`src/rtl/mips_defs_pkg.sv`:
```
// Shared MIPS decode definitions: opcode/funct encodings, ALU codes and
// the small enumerations carried by the decoded control bundle.
package mips_defs_pkg;

    localparam logic [5:0] OP_RTYPE = 6'h00;
    localparam logic [5:0] OP_J     = 6'h02;
    localparam logic [5:0] OP_JAL   = 6'h03;
    localparam logic [5:0] OP_BEQ   = 6'h04;
    localparam logic [5:0] OP_BNE   = 6'h05;
    localparam logic [5:0] OP_ADDI  = 6'h08;
    localparam logic [5:0] OP_SLTI  = 6'h0A;
    localparam logic [5:0] OP_ANDI  = 6'h0C;
    localparam logic [5:0] OP_ORI   = 6'h0D;
    localparam logic [5:0] OP_LUI   = 6'h0F;
    localparam logic [5:0] OP_LW    = 6'h23;
    localparam logic [5:0] OP_SW    = 6'h2B;

    localparam logic [5:0] FN_SLL   = 6'h00;
    localparam logic [5:0] FN_JR    = 6'h08;
    localparam logic [5:0] FN_MFLO  = 6'h12;
    localparam logic [5:0] FN_MULT  = 6'h18;
    localparam logic [5:0] FN_ADD   = 6'h20;
    localparam logic [5:0] FN_OR    = 6'h25;

    localparam logic [3:0] ALU_NONE = 4'd0;
    localparam logic [3:0] ALU_ADD  = 4'd2;
    localparam logic [3:0] ALU_AND  = 4'd5;
    localparam logic [3:0] ALU_OR   = 4'd6;
    localparam logic [3:0] ALU_SLL  = 4'd8;
    localparam logic [3:0] ALU_LUI  = 4'd11;
    localparam logic [3:0] ALU_SLT  = 4'd12;

    localparam logic [1:0] SRC_B_RT  = 2'd0;
    localparam logic [1:0] SRC_B_IMM = 2'd2;

    typedef enum logic [1:0] {WB_ALU = 2'd0, WB_MEM = 2'd1, WB_PC4 = 2'd2} wb_sel_e;
    typedef enum logic [1:0] {JS_NONE = 2'd0, JS_TARGET = 2'd1, JS_REG = 2'd2} jump_sel_e;
    typedef enum logic [1:0] {BR_NONE = 2'd0, BR_BEQ = 2'd1, BR_BNE = 2'd2} branch_e;

    // Logical immediates are zero-extended; everything else sign-extends.
    function automatic logic is_zext_op(input logic [5:0] op);
        return (op == OP_ANDI) || (op == OP_ORI) || (op == OP_LUI);
    endfunction

endpackage

```
`src/rtl/mips_decode_comb.sv`:
```
// Pure combinational MIPS instruction decoder: raw word in, control/field bundle out.
module mips_decode_comb
    import mips_defs_pkg::*;
#(
    parameter int DATA_W     = 32,
    parameter int ALU_CTRL_W = 4
) (
    input  logic [DATA_W-1:0]     instr,
    output logic [4:0]            rs,
    output logic [4:0]            rt,
    output logic [4:0]            dest_addr,
    output logic [4:0]            shamt,
    output logic [DATA_W-1:0]     imm_ext,
    output logic [ALU_CTRL_W-1:0] alu_control,
    output logic [1:0]            src_b_sel,
    output logic [1:0]            wb_sel,
    output logic                  reg_write,
    output logic                  mem_write,
    output logic [1:0]            jump_sel,
    output logic [1:0]            branch,
    output logic                  mult_start,
    output logic                  mflo_req,
    output logic                  illegal
);

    logic [5:0]  opcode;
    logic [5:0]  funct;
    logic [4:0]  rd;
    logic [15:0] imm16;

    assign opcode = instr[31:26];
    assign rs     = instr[25:21];
    assign rt     = instr[20:16];
    assign rd     = instr[15:11];
    assign shamt  = instr[10:6];
    assign funct  = instr[5:0];
    assign imm16  = instr[15:0];

    assign imm_ext = is_zext_op(opcode) ? {{(DATA_W-16){1'b0}}, imm16}
                                        : {{(DATA_W-16){imm16[15]}}, imm16};

    always_comb begin
        dest_addr   = rt;
        src_b_sel   = SRC_B_IMM;
        wb_sel      = WB_ALU;
        alu_control = ALU_CTRL_W'(ALU_NONE);
        reg_write   = 1'b0;
        mem_write   = 1'b0;
        jump_sel    = JS_NONE;
        branch      = BR_NONE;
        mult_start  = 1'b0;
        mflo_req    = 1'b0;
        illegal     = 1'b0;
        case (opcode)
            OP_RTYPE: begin
                dest_addr = rd;
                src_b_sel = SRC_B_RT;
                case (funct)
                    FN_SLL:  begin alu_control = ALU_CTRL_W'(ALU_SLL); reg_write = 1'b1; end
                    FN_JR:   jump_sel = JS_REG;
                    FN_MFLO: begin mflo_req = 1'b1; reg_write = 1'b1; end
                    FN_MULT: mult_start = 1'b1;
                    FN_ADD:  begin alu_control = ALU_CTRL_W'(ALU_ADD); reg_write = 1'b1; end
                    FN_OR:   begin alu_control = ALU_CTRL_W'(ALU_OR); reg_write = 1'b1; end
                    default: illegal = 1'b1;
                endcase
            end
            OP_J:    jump_sel = JS_TARGET;
            OP_JAL: begin
                jump_sel  = JS_TARGET;
                dest_addr = 5'd31;
                wb_sel    = WB_PC4;
                reg_write = 1'b1;
            end
            OP_BEQ: begin alu_control = ALU_CTRL_W'(ALU_ADD); src_b_sel = SRC_B_RT; branch = BR_BEQ; end
            OP_BNE: begin alu_control = ALU_CTRL_W'(ALU_ADD); src_b_sel = SRC_B_RT; branch = BR_BNE; end
            OP_ADDI: begin alu_control = ALU_CTRL_W'(ALU_ADD); reg_write = 1'b1; end
            OP_SLTI: begin alu_control = ALU_CTRL_W'(ALU_SLT); reg_write = 1'b1; end
            OP_ANDI: begin alu_control = ALU_CTRL_W'(ALU_AND); reg_write = 1'b1; end
            OP_ORI:  begin alu_control = ALU_CTRL_W'(ALU_OR);  reg_write = 1'b1; end
            OP_LUI:  begin alu_control = ALU_CTRL_W'(ALU_LUI); reg_write = 1'b1; end
            OP_LW: begin
                alu_control = ALU_CTRL_W'(ALU_ADD);
                wb_sel      = WB_MEM;
                reg_write   = 1'b1;
            end
            OP_SW: begin alu_control = ALU_CTRL_W'(ALU_ADD); mem_write = 1'b1; end
            default: illegal = 1'b1;
        endcase
        // An illegal word carries no control side effects, only its raw fields.
        if (illegal) begin
            src_b_sel   = SRC_B_RT;
            wb_sel      = WB_ALU;
            alu_control = ALU_CTRL_W'(ALU_NONE);
            reg_write   = 1'b0;
            mem_write   = 1'b0;
            jump_sel    = JS_NONE;
            branch      = BR_NONE;
            mult_start  = 1'b0;
            mflo_req    = 1'b0;
        end
    end

endmodule

```
`src/rtl/decode_stage_hs.sv`:
```
// Registered MIPS decode stage with valid/ready handshake, multiplier busy
// sequencing and an mflo hazard stall with a saturating stall counter.
module decode_stage_hs
    import mips_defs_pkg::*;
#(
    parameter int DATA_W       = 32,
    parameter int MULT_LATENCY = 4,
    parameter int ALU_CTRL_W   = 4,
    parameter int STALL_CNT_W  = 16
) (
    input  logic                   clk,
    input  logic                   reset,
    input  logic                   in_valid,
    output logic                   in_ready,
    input  logic [DATA_W-1:0]      instr,
    output logic                   out_valid,
    input  logic                   out_ready,
    output logic [4:0]             rs,
    output logic [4:0]             rt,
    output logic [4:0]             dest_addr,
    output logic [4:0]             shamt,
    output logic [DATA_W-1:0]      imm_ext,
    output logic [ALU_CTRL_W-1:0]  alu_control,
    output logic [1:0]             src_b_sel,
    output logic [1:0]             wb_sel,
    output logic                   reg_write,
    output logic                   mem_write,
    output logic [1:0]             jump_sel,
    output logic [1:0]             branch,
    output logic                   mult_start,
    output logic                   mflo_req,
    output logic                   illegal,
    output logic                   mult_busy,
    output logic [STALL_CNT_W-1:0] stall_cnt
);

    localparam int CNT_W = 4;

    logic [4:0]            rs_p0, rt_p0, dest_p0, shamt_p0;
    logic [DATA_W-1:0]     imm_p0;
    logic [ALU_CTRL_W-1:0] alu_p0;
    logic [1:0]            src_b_p0, wb_p0, jump_p0, branch_p0;
    logic                  rw_p0, mw_p0, mult_p0, mflo_p0, illegal_p0;

    logic [CNT_W-1:0] mult_cnt;
    logic             hazard;
    logic             take;
    logic             mult_handoff;

    function automatic logic [STALL_CNT_W-1:0] sat_inc(input logic [STALL_CNT_W-1:0] v);
        return (&v) ? v : v + 1'b1;
    endfunction

    mips_decode_comb #(
        .DATA_W     (DATA_W),
        .ALU_CTRL_W (ALU_CTRL_W)
    ) u_dec (
        .instr       (instr),
        .rs          (rs_p0),
        .rt          (rt_p0),
        .dest_addr   (dest_p0),
        .shamt       (shamt_p0),
        .imm_ext     (imm_p0),
        .alu_control (alu_p0),
        .src_b_sel   (src_b_p0),
        .wb_sel      (wb_p0),
        .reg_write   (rw_p0),
        .mem_write   (mw_p0),
        .jump_sel    (jump_p0),
        .branch      (branch_p0),
        .mult_start  (mult_p0),
        .mflo_req    (mflo_p0),
        .illegal     (illegal_p0)
    );

    // The pending-mult term covers the cycle a mult hands off, before the counter has loaded.
    assign hazard       = in_valid & mflo_p0 & ((mult_cnt != '0) | (out_valid & mult_start));
    assign in_ready     = (~out_valid | out_ready) & ~hazard;
    assign take         = in_valid & in_ready;
    assign mult_handoff = out_valid & out_ready & mult_start;
    assign mult_busy    = (mult_cnt != '0);

    // ---- stage p0 -> p1: output bundle register ----
    always_ff @(posedge clk) begin
        if (reset) begin
            out_valid   <= 1'b0;
            rs          <= '0;
            rt          <= '0;
            dest_addr   <= '0;
            shamt       <= '0;
            imm_ext     <= '0;
            alu_control <= '0;
            src_b_sel   <= '0;
            wb_sel      <= '0;
            reg_write   <= 1'b0;
            mem_write   <= 1'b0;
            jump_sel    <= '0;
            branch      <= '0;
            mult_start  <= 1'b0;
            mflo_req    <= 1'b0;
            illegal     <= 1'b0;
        end else begin
            if (~out_valid | out_ready)
                out_valid <= take;
            if (take) begin
                rs          <= rs_p0;
                rt          <= rt_p0;
                dest_addr   <= dest_p0;
                shamt       <= shamt_p0;
                imm_ext     <= imm_p0;
                alu_control <= alu_p0;
                src_b_sel   <= src_b_p0;
                wb_sel      <= wb_p0;
                reg_write   <= rw_p0;
                mem_write   <= mw_p0;
                jump_sel    <= jump_p0;
                branch      <= branch_p0;
                mult_start  <= mult_p0;
                mflo_req    <= mflo_p0;
                illegal     <= illegal_p0;
            end
        end
    end

    always_ff @(posedge clk) begin
        if (reset) begin
            mult_cnt  <= '0;
            stall_cnt <= '0;
        end else begin
            if (mult_handoff)
                mult_cnt <= CNT_W'(MULT_LATENCY);
            else if (mult_cnt != '0)
                mult_cnt <= mult_cnt - 1'b1;
            if (hazard)
                stall_cnt <= sat_inc(stall_cnt);
        end
    end

endmodule

```
`config.mk`:
```
export PLATFORM = sky130hd
export DESIGN_NAME = decode_stage_hs
export DESIGN_NICKNAME = d
export VERILOG_FILES = /design/src/rtl/mips_defs_pkg.sv /design/src/rtl/mips_decode_comb.sv /design/src/rtl/decode_stage_hs.sv
export SDC_FILE = /design/constraint.sdc
export NUM_CORES = 1
export LEC_CHECK = 0
export CAP_MARGIN = 10
export CORE_UTILIZATION = 52
export CTS_CLUSTER_SIZE = 30
export DETAILED_ROUTE_END_ITERATION = 7
export PLACE_DENSITY = 0.85
export REMOVE_ABC_BUFFERS = 1
export SLEW_MARGIN = 20
export SYNTH_ARGS = -nofsm -noshare
export SYNTH_HDL_FRONTEND = slang
export SYNTH_HIERARCHICAL = 1
export SYNTH_SLANG_ARGS = --single-unit
```
`constraint.sdc`:
```
create_clock -name clk -period 5.5 [get_ports clk]
set_input_delay 0.55 -clock clk [delete_from_list [all_inputs] [get_ports clk]]
set_output_delay 0.55 -clock clk [all_outputs]
set_load 0.01 [all_outputs]
```
== Word-level counts from Yosys, hierarchy flattened ==
Index checks and enable logic that the tools add are counted.
Widths: inputs -> output; s select.
Storage, ports and cells
  register bits after elaboration: 90
  bits in latches: 0
  RAM bits: 0
  memory bits (read-only): 0
  bits of input ports: 36
  output and inout port bits: 88
  logic and storage cells: 94
  memories: 0
Cells by class
  add/sub/neg operators: 2
  multipliers: 0
  div/mod/pow operators: 0
  order comparisons: 0
  equality and inequality tests: 16
  shift operators: 0
  multiplexer cells: 29
  bitwise operators: 12
  reductions and logical operators: 16
Operator list (count)
  $eq 6x4->1 const B: 6
  $mux 32: 1
  $eq 6x6->1 const B: 4
  $pmux 4 s6: 1
  $add 16x1->16 const B: 1
  $reduce_and 16->1: 1
  $eq 6x2->1 const B: 2
  $eq 6x3->1 const B: 2
  $eq 6x5->1 const B: 2
  $logic_not 6->1: 2
  $mux 2: 6
  $pmux 2 s2: 3
  $pmux 4 s3: 1
  $mux 1: 11
  $reduce_or 11->1: 1
  $pmux 5 s2: 1
  $and 1x1->1: 7
  $reduce_or 7->1: 1
  $mux 3: 2
  $reduce_or 6->1: 1
  $reduce_or 5->1: 1
  $mux 4: 1
  $pmux 1 s2: 2
  $reduce_bool 4->1: 1
  9 further kinds: 14

== Longest topological paths before layout ==
  word-level depth: 10
  depth in mapped cells: 11
  gate-level depth less buffers: 8

== Cells and area by module ==
Netlist, hierarchy kept.
Modules (own cells, without submodules)
  decode_stage_hs: instances 1, cells each 422, area an instance 3387.0 µm², seq. area each 1801.7 µm²
  mips_decode_comb: instances 1, cells each 135, area an instance 842.1 µm², seq. area each 0.0 µm²

== Worst setup path after synthesis ==
OpenSTA, ideal clock, no wires.
  path type: input to output
  from: input port instr[31]
  to: output port in_ready
  data arrival time: 2.415 ns
  data required time: 4.950 ns
  path slack: 2.535 ns
  stages: 7
  buffers on the path: 1
  path through: or4_4 nor3_2 nand2_1 nor3_1 o211ai_2 buf_2 and2_1
Between the ends
  longest elaborated chain between the ends: 8
  elaborated cells on any way between the ends: 20
  those cells by class: eq/ne: 11; mux: 3; bitwise: 4; reduce/logical: 2
RTL lines
  start, declared: RTL line decode_stage_hs.sv:15  | input logic [DATA_W-1:0] instr,
  $eq 6x2->1, or another cell as far along: RTL line mips_decode_comb.sv:54  | case (opcode)
  $reduce_or 11->1 (no line)
  $pmux 1 s2: RTL line mips_decode_comb.sv:54
  $mux 1 (*): RTL line mips_decode_comb.sv:91  | if (illegal) begin
  named net mflo_p0: RTL line decode_stage_hs.sv:43  | logic rw_p0, mw_p0, mult_p0, mflo_p0, illegal_p0;
  $and 1x1->1 (*) (2 in series): RTL line decode_stage_hs.sv:77  | assign hazard = in_valid & mflo_p0 & ((mult_cnt != '0) | (out_valid & mult_start));
  $not 1->1 (*): RTL line decode_stage_hs.sv:78  | assign in_ready = (~out_valid | out_ready) & ~hazard;
  $and 1x1->1 (*): RTL line decode_stage_hs.sv:78
  end, declared: RTL line decode_stage_hs.sv:14  | output logic in_ready,
Mark *: on every way through the listed nets, which the timed path passes. The rest lies on a longest branch.

== Final worst setup path ==
  from: input port instr[28]
  to: output port in_ready
Same word-level chain as after synthesis.

==> impl_metrics.yaml <==
clocking:
  root_buffer: "clkbuf_8"
  clk_pin_slew_ns: 0.08
  cts_resized: 0
  clkSinkCount: 90
  cts_max_path_buffers: 2
  cts_tree: "done"
  cts_setup_buffers: 0
  cts_hold_buf: 0
  cts_max_level: 3
  cts_made_buffers: 9
  insertion_delay_ns: 0.34
detailed_routing:
  wl_um: 10070
  vias: 3862
  drt-initial-drc-count: 138
  drc: 0
  drt-wirelength-per-cell_um: 13.95
  drtAntennaViolNets: 0
  drt_first_pass_iters: 4
  viasPerCell: 5.349
finish:
  fin_nets: 653
  fin_util: 0.6857
  final_common_cell: "nand2_1"
  drive_gt1_frac: 0.05161
  final_cell_mix: "162 x nand2_1, 122 x clkdlybuf4s50_1, 90 x dfxtp_1"
  antenna_cells: 0
  area_growth_pct: 26.60
place:
  place_congestion: 0.9760
  post-dp-hpwl_um: 7103
  portBuffers: 123
yosys:
  synth_edf_count: 0
  yosys_register_bits: 90
  yosysUniqueCellTypes: 48
  syn-cell-area_mm2: 0.004229
  syn_avg_cell_area_um2: 7.593
  synthFlopType: "dfxtp_1"
  syn_inst: 557
  synthArstFlopShare: 0
  synth-warning-count: 6
  synth.yosys.seq_area_share: 0.4260
global_routing:
  first_global_vias: 3618
  grt_max_degree: 70
  antenna_found_initial: 0
  grt_usage: 0.2411
  grt_first_pass_wirelength_um: 16570
  grt-ovfl-total: 0
critical_path:
  path_common_cell: "clkdlybuf4s50_1"
  cp-end-kind: "primary output"
  startpoint_type: "input pin"
  max_stage_delay_ns: 0.65
  criticalPathCategory: "in -> out"
  cp.required_ns: 4.95
  path_buf_inv: 2
  cp_slowest_cell: "clkdlybuf4s50_1"
  crit_family: "simple AND/OR/NAND/NOR gates"
  path_cells: "clkdlybuf4s50_1, or4_4, nor3_2, nand2_1, nor3_1, o211ai_2, and2_1, clkdlybuf4s50_1"
  critPathArrivalTime_ns: 3.88
  critical_path.max_fanout: 16
floorplanning:
  rows: 32
  pin_count: 124
  die_h_um: 92.18
  start_util: 0.5417
  dieArea_mm2: 0.008497
  die_x_um: 92.18
  core_mm2: 0.007807
sta:
  fin_crit_ns: 4.428
  setup_tns_ns: 0
  period_share: 0.8051
  rsz0062_at_grt: "false"
  relSlewSlack: 0.5470
  final-setup-viol-count: 0
  timing.hold.ws_ns: 0.4569
  clock-skew-final_ns: 0.01010
  slew_viol_final: 0
  worstMarginPinSlew_ns: 0.6795
  hold_violations: 0
  fmax_ghz: 0.2258
pwr:
  powerDensity_mw_per_mm2: 277.4
  peakVddDrop_uv: 161.2
  power_leakage_uw: 0.001883
run_status:
  outcome: "complete, no violations"
run:
  cap_viol_max_count: 0
hold_path:
  hp-class: "reg -> reg"
-- stage by stage --
stage	total power, uW	setup slack [ns]	std cells	area (um^2)
floorplan	844.7	1.970	476	3720
global placement	967.9	1.181	706	5117
detailed placement	980.0	1.112	706	5117
CTS	1499	1.091	722	5351
global route	1553	0.8265	722	5354
finish	1485	1.072	722	5354
-- layout make-up --
class,instances,area (um^2)
fillers,692,2454
multi-input cells,380,1902
flip-flops and latches,90,1802
repair buffers,128,1266
clock buffers,11,131.4
well taps,102,127.6
clock inverters,5,102.6
inverters,6,22.52
-- worst min-delay path, delay by kind of cell (launching register included) --
kind,cells,cell delay (ns)
DFF,1,0.31
and+or+nand+nor,1,0.05
AOI/OAI and AO/OA,1,0.05
-- path summary, 6_finish.rpt --
check | startpoint | end | slack [ns] | cells past startpoint
setup / recovery | instr[28] | in_ready | 1.07 | 8
setup reg to reg | mult_cnt[0] | imm_ext[29] | 3.04 | 8
hold reg to reg | imm_ext[11] | imm_ext[11] | 0.46 | 2
hold / removal | imm_ext[11] | imm_ext[11] | 0.46 | 2
-- metal layers --
layer | wire (um) | vias to the layer above | global-route usage
li1 | - | 1914 | -
met1 | 4250 | 1802 | 0.2918
met2 | 4929 | 130 | 0.4142
met3 | 707 | 16 | 0.05638
met4 | 184 | 0 | 0.08984
met5 | 0 | - | 0
-- where the power goes --
| part | leakage [uW] | total, uW | internal, uW | switching (uW) |
|---|---|---|---|---|
| sequential | 0.000736 | 708 | 687 | 20.8 |
| combinational | 0.00103 | 256 | 126 | 130 |
| clock | 0.000114 | 522 | 302 | 220 |
-- logic make-up after synthesis --
logic type / share of synthesized area
compound gates: 0.1263
xor+xnor: 0.03521
fa+ha+maj: 0.005916
buf+inv: 0.1257
flops: 0.4260
mux: 0.007692
other cells: 0.0008867
simple gates: 0.2722
-- Yosys cell counts (2+ instances only) --
master	number	share of area
nor3b_1	4	0.0071
o21ai_0	3	0.0035
nor2_1	27	0.024
mux2_2	2	0.0053
nand2b_1	2	0.0030
buf_4	48	0.085
buf_6	2	0.0053
nor3_1	12	0.014
nand2_1	162	0.14
ha_1	2	0.0059
inv_1	6	0.0053
dfxtp_1	90	0.43
nand3_1	16	0.019
nand4_1	8	0.012
nor4_1	10	0.015
a21oi_1	77	0.091
and2_1	3	0.0044
o31ai_1	2	0.0035
clkbuf_1	23	0.020
or2_2	3	0.0044
buf_2	8	0.0095
and3_1	3	0.0044
xnor2_1	16	0.033
nor3_2	2	0.0047
nor2b_1	3	0.0044
-- flip-flops by register name, indices dropped and copies added (netlist names) --
signal,flops
alu_control,4
mult_cnt,4
dest_addr,5
mult_start,1
src_b_sel,2
out_valid,1
branch,2
mem_write,1
jump_sel,2
rs,5
wb_sel,2
illegal,1
imm_ext,32
mflo_req,1
stall_cnt,16
rt,5
shamt,5
reg_write,1
No activity file was read; power rests on OpenSTA's default activity.
